$ cat src/rtl/serial_comparator_ctrl.sv
// Bit-serial MSB-first magnitude comparator. It examines one bit pair per cycle
// and stops at the first difference, so bits_used shows how far the scan went.
module serial_comparator_ctrl #(
   parameter int WIDTH = 8
) (
   input  logic                       clk,
   input  logic                       rst,
   input  logic                       start,
   input  logic [WIDTH-1:0]           a_in,
   input  logic [WIDTH-1:0]           b_in,
   output logic                       busy,
   output logic                       done,
   output logic                       smaller,
   output logic                       equal,
   output logic                       greater,
   output logic [$clog2(WIDTH+1)-1:0] bits_used
);

   localparam int IW = (WIDTH > 1) ? $clog2(WIDTH) : 1;
   localparam int CW = $clog2(WIDTH+1);

   typedef enum logic [1:0] {
      IDLE = 2'd0,
      RUN  = 2'd1,
      DONE = 2'd2
   } state_t;

   state_t           state, state_nxt;
   logic [WIDTH-1:0] sh_a, sh_b;
   logic [IW-1:0]    idx;
   logic [CW-1:0]    cnt;
   logic             load;
   logic             bit_a, bit_b;
   logic             differ, last;
   logic             finish;

   // Current bit pair under test. It is only meaningful while in RUN.
   assign bit_a  = sh_a[idx];
   assign bit_b  = sh_b[idx];
   assign differ = bit_a ^ bit_b;
   assign last   = (idx == '0);

   always_comb begin
      state_nxt = state;
      load      = 1'b0;
      finish    = 1'b0;
      busy      = 1'b0;
      done      = 1'b0;
      unique case (state)
         IDLE: begin
            if (start) begin
               load      = 1'b1;
               state_nxt = RUN;
            end
         end
         RUN: begin
            busy = 1'b1;
            if (differ || last) begin
               finish    = 1'b1;
               state_nxt = DONE;
            end
         end
         DONE: begin
            done = 1'b1;
            if (start) begin
               load      = 1'b1;
               state_nxt = RUN;
            end else begin
               state_nxt = IDLE;
            end
         end
         default: state_nxt = IDLE;
      endcase
   end

   always_ff @(posedge clk) begin
      if (rst) begin
         state     <= IDLE;
         sh_a      <= '0;
         sh_b      <= '0;
         idx       <= '0;
         cnt       <= '0;
         smaller   <= 1'b0;
         equal     <= 1'b0;
         greater   <= 1'b0;
         bits_used <= '0;
      end else begin
         state <= state_nxt;
         if (load) begin
            sh_a <= a_in;
            sh_b <= b_in;
            idx  <= IW'(WIDTH-1);
            cnt  <= '0;
         end else if (state == RUN) begin
            cnt <= cnt + CW'(1);
            if (!finish)
               idx <= idx - IW'(1);
         end
         // The result is registered on DONE entry and held until the next one.
         if (finish) begin
            greater   <= differ & bit_a;
            smaller   <= differ & bit_b;
            equal     <= ~differ;
            bits_used <= cnt + CW'(1);
         end
      end
   end

endmodule

$ cat config.mk
export PLATFORM = sky130hd
export DESIGN_NAME = serial_comparator_ctrl
export DESIGN_NICKNAME = d
export VERILOG_FILES = /design/src/rtl/serial_comparator_ctrl.sv
export SDC_FILE = /design/constraint.sdc
export NUM_CORES = 1
export LEC_CHECK = 0
export BUFFER_PORTS_ARGS = -buffer_cell sky130_fd_sc_hd__clkbuf_2
export CAP_MARGIN = 15
export CORE_ASPECT_RATIO = 1.2
export CORE_MARGIN = 2
export CORE_UTILIZATION = 30
export CTS_CLUSTER_DIAMETER = 60
export DETAILED_ROUTE_END_ITERATION = 16
export PLACE_DENSITY = 0.48
export SLEW_MARGIN = 20
export SYNTH_ARGS = -nofsm -noshare
export SYNTH_HDL_FRONTEND = slang
export SYNTH_SLANG_ARGS = --single-unit
$ cat constraint.sdc
create_clock -name clk -period 2.8 [get_ports clk]
set_input_delay 0 -clock clk [delete_from_list [all_inputs] [get_ports clk]]
set_output_delay 0 -clock clk [all_outputs]
set_load 0.05 [all_outputs]
---- Yosys cells after proc, flatten, opt, wreduce, memory -nomap -nowiden ----
Index checks and enable logic that the tools add are counted.
word-level totals
  bits in registers ....................... 32
  word-level logic and storage cells ...... 46
operators by class
  mux-type cells .......................... 17
  bitwise operators ....................... 4
  eq/ne operators ......................... 5
  add/sub/neg operators ................... 2
  reductions and logical operators ........ 8
  magnitude comparators ................... 1
operators with widths
  kind                 count
  $mux 1               9
  $mux 3               3
  $bmux 1 s3           2
  $ne 2x2->1 const B   3
  $pmux 2 s3           1
  $add 4x1->4 const B  1
  $lt 3x4->1 const B   1
  $mux 2               2
  $reduce_and 2->1     2
  $reduce_or 2->1      2
  $logic_not 3->1      1
  $sub 3x1->3 const B  1
  $and 1x1->1          2
  $eq 2x1->1 const B   1
  $eq 2x2->1 const B   1
  $logic_not 2->1      1
  $reduce_bool 2->1    1
  $logic_or 1x1->1     1
  $not 1->1            1
  $xor 1x1->1          1

---- Depth between registers and ports, before layout ----
  depth in word-level cells ............... 9
  gate-level depth with buffers ........... 9
  depth with buffers taken out ............ 7

---- Worst setup path before layout ----
Ideal clock, no wire load.
  kind .................................... reg-to-reg
  from .................................... register idx[0]
  to ...................................... register greater
  data required time ...................... 2672 ps
  period minus slack after synthesis ...... 2168 ps
  arrival ................................. 2041 ps
  path slack .............................. 632 ps
  stages on the path, launching flop included .. 10
  cell sequence ........................... dfxtp_1 -> buf_6 -> mux4_2 -> mux2i_1 -> inv_1 -> ha_1 -> a21oi_2 -> buf_6 -> mux2i_1 -> nor2_1
between the ends
  longest elaborated chain between the ends .. 6
ends and longest elaborated chain
  element                               line    source
  from (decl)                           30      logic [IW-1:0] idx;
  from (signal assigned)                92      idx <= IW'(WIDTH-1);
  from (signal assigned)                97      idx <= idx - IW'(1);
  $bmux 1 s3, on equally long branches  38, 39
  $mux 1, on equally long branches      38, 39
  $xor 1x1->1                           40      assign differ = bit_a ^ bit_b;
  $logic_or 1x1->1                      58      if (differ || last) begin
  $mux 1                                58
  $mux 1                                49      unique case (state)
  to (signal assigned)                  101     greater <= differ & bit_a;
  to (decl)                             15      output logic greater,
Parallel ways exist; a longest one is shown, timed or not. The select of a mux whose other input is x is not followed.
A chain may end at the register's enable or synchronous reset.

---- Final worst setup path ----
  from .................................... register idx[0]
  to ...................................... register smaller
between the ends
  longest elaborated chain between the ends .. 6
ends and longest elaborated chain
  element                               line    source
  $bmux 1 s3, on equally long branches  38, 39
  $mux 1, on equally long branches      38, 39
  $xor 1x1->1                           40
  $logic_or 1x1->1                      58
  $mux 1                                58
  $mux 1                                49
  to (signal assigned)                  102     smaller <= differ & bit_b;
  to (decl)                             13      output logic smaller,
Parallel ways exist; a longest one is shown, timed or not. The select of a mux whose other input is x is not followed.

==> results.toml <==
[global_route]
grt_pass1_vias = 1134
grt_pass1_wl_um = 5057
grt_usage_pct = 12.57
antenna_found_initial = 0
overflow = 0
grt_max_degree = 33

[place]
dp_hpwl_um = 2001
place_congestion = 0.7205
dp_cells = 228
postPlaceCellArea_um2 = 1564
port-buffer-count = 27

[power_and_ir_drop]
ir_drop_uv = 273.0
p_leak_uw = 0.0007545
powerDensity_nw_per_um2 = 671.2

[critical_path]
crit_slowest_cell = "mux4_2"
critPathKind = "reg -> reg"
cp.required_ns = 2.94
crit_family = "multiplexers"
path_max_fanout = 10
regToRegStartpoint = "idx[0]"
critPathMostFrequentCell = "mux2i_1"
crit_path_end = "smaller"
worstSetupStartpointType = "flip-flop"
cp_slowest_stage_delay_ns = 0.53
crit_start = "idx[0]"
r2r_cells = 8
crit_arrival_ns = 2.53
worst-r2r-setup-slack_ns = 0.41
critPathCaptureType = "flip-flop"
crit_chain = "mux4_2 > mux2i_1 > inv_1 > ha_1 > a21oi_2 > buf_4 > mux2i_1 > nor2_1"
rr_endpoint = "smaller"
crit_cells = 8
cp_num_buf_inv = 2

[synth]
async_flop_share_pct = 0
syn-num-nets = 174
ys_seq_elements = 32
syn_avg_cell_area_um2 = 9.284
ys_seq_area_share_pct = 46.00
synth_edf_count = 0
netlist_area_um2 = 1393
ys_warn_count = 0
synth_ff_type = "dfxtp_1"
synth_cell_types = 25
synthCells = 150

[sta]
fin_crit_ns = 2.394
max_slew_margin_pct = 50.56
final_max_slew_viol_count = 0
fmax_ghz = 0.4177
max_slew.worst_pin.slew_ns = 0.7416
fin_skew_ns = 0.003380
hold_viol = 0
setup_violations = 0
rsz0062_at_grt = "no"
post-route-period-util_pct = 85.49
finalSetupTns_ns = 0

[layout]
final_cells = 251
post-route-util_pct = 40.22
antenna_cells = 0
layout.cells.most_common_list = "nand2_1, dfxtp_1, clkbuf_2"
area_growth_pct = 30.73
nets = 217
drive_above_1_share_pct = 23.83
layout.cells.most_common = "nand2_1"
fin_area_um2 = 1821

[min_path]
hold_class = "in -> reg"

[clock_network]
cts_resized = 0
numClockSinks = 32
cts_buffer_depth = 2
cts_setup_buffers = 0
htreeDepth = 2
hold_buffers = 16
numCtsBuffers = 5
cts-root-buf = "clkbuf_8"
cts_tree = "done"
clk_pin_slew_ns = 0.06
clk_latency_ns = 0.28

[floorplan]
ios = 28
die_h_um = 78.64
initial_core_util_pct = 30.76
core_area_um2 = 4527
rows = 27
die_x_um = 66.20
die_area_um2 = 5205

[run]
cap_violations = 0

[route]
via_count = 1123
drtIter0Drc = 46
wire_per_inst_um = 11.44
ant_nets = 0
firstDrtPassIters = 3
routed_via_density = 4.474
drc = 0
wl_um = 2871

[status]
status = "completed"
==> logic make-up after synthesis <==
| kind of cell | share of synthesized area, % |
|---|---|
| compound gates | 11.32 |
| xor+xnor | 4.403 |
| mux | 10.78 |
| fa+ha+maj | 4.492 |
| flops | 46.00 |
| simple gates | 17.97 |
| buf+inv | 5.030 |
==> where the power goes <==
| part | leakage, uW | internal, uW | switching (uW) | total, uW |
|---|---|---|---|---|
| clock | 0.0000503 | 219 | 155 | 373 |
| combinational | 0.000442 | 129 | 183 | 312 |
| sequential | 0.000262 | 500 | 36.2 | 536 |
==> area by class of cell <==
| cell class | count | area [um^2] |
|---|---|---|
| inverter | 5 | 18.77 |
| sequential | 32 | 640.6 |
| multi-input combinational | 104 | 681.9 |
| tap | 58 | 72.57 |
| timing repair buffer | 45 | 310.3 |
| clock buffer | 7 | 96.34 |
| fill | 502 | 2706 |
==> routing by layer <==
metal	track usage (%)	share of wire, %	vias up
met5	0	0	-
met4	3.673	0.42	0
met3	4.298	4.2	2
met2	22.20	54	20
met1	13.99	41	519
li1	-	-	582
==> Yosys cell counts, types with 3 or more instances <==
cell type  instances  area, um^2
a21oi_1           19       95.09
xnor2_1            4       35.03
clkbuf_1           4       15.01
xor2_1             3       26.28
inv_1              4       15.01
mux2i_1            6       60.06
dfxtp_1           32       640.6
nor3_1             5       25.02
nand2_1           33       123.9
ha_1               5       62.56
a211oi_2           3       37.54
nor2b_1            4       25.02
mux4_2             4       90.09
nor2_1             9       33.78
==> how the worst min path moves through the flow <==
stage	startpoint	endpoint	slack [ns]	depth (start not counted)
2_1_floorplan	rst	state[0]	0.07	1
3_3_place_gp	a_in[2]	sh_a[2]	0.22	3
3_5_place_dp	b_in[7]	sh_b[7]	0.23	3
4_1_cts	start	cnt[3]	0.28	4
5_1_grt	start	sh_b[7]	0.35	5
6_report	start	cnt[3]	0.29	4
==> flip-flops by register name (all words and copies together), names as in the netlist <==
signal,count
sh_b,8
idx,3
state,2
greater,1
sh_a,8
smaller,1
bits_used,4
equal,1
cnt,4
==> worst reg2reg max path, stage by stage (launching register included) <==
cell and delay [ns]:
dfxtp_1 0.47, mux4_2 0.53, mux2i_1 0.20, inv_1 0.06, ha_1 0.34, a21oi_2 0.18, buf_4 0.21, mux2i_1 0.20
nor2_1 0.05
==> metrics by stage <==
step | total power, uW | hold WS (ns) | setup WS [ns]
after global placement | 838.8 | 0.2229 | 0.4558
after global routing | 1299 | 0.3509 | 0.1547
after CTS | 1243 | 0.2826 | 0.3614
final | 1222 | 0.2882 | 0.4062
after floorplan | 784.7 | 0.07161 | 0.6318
after detailed placement | 847.6 | 0.2283 | 0.3653
Note: power is estimated with default switching activity, not from simulation.
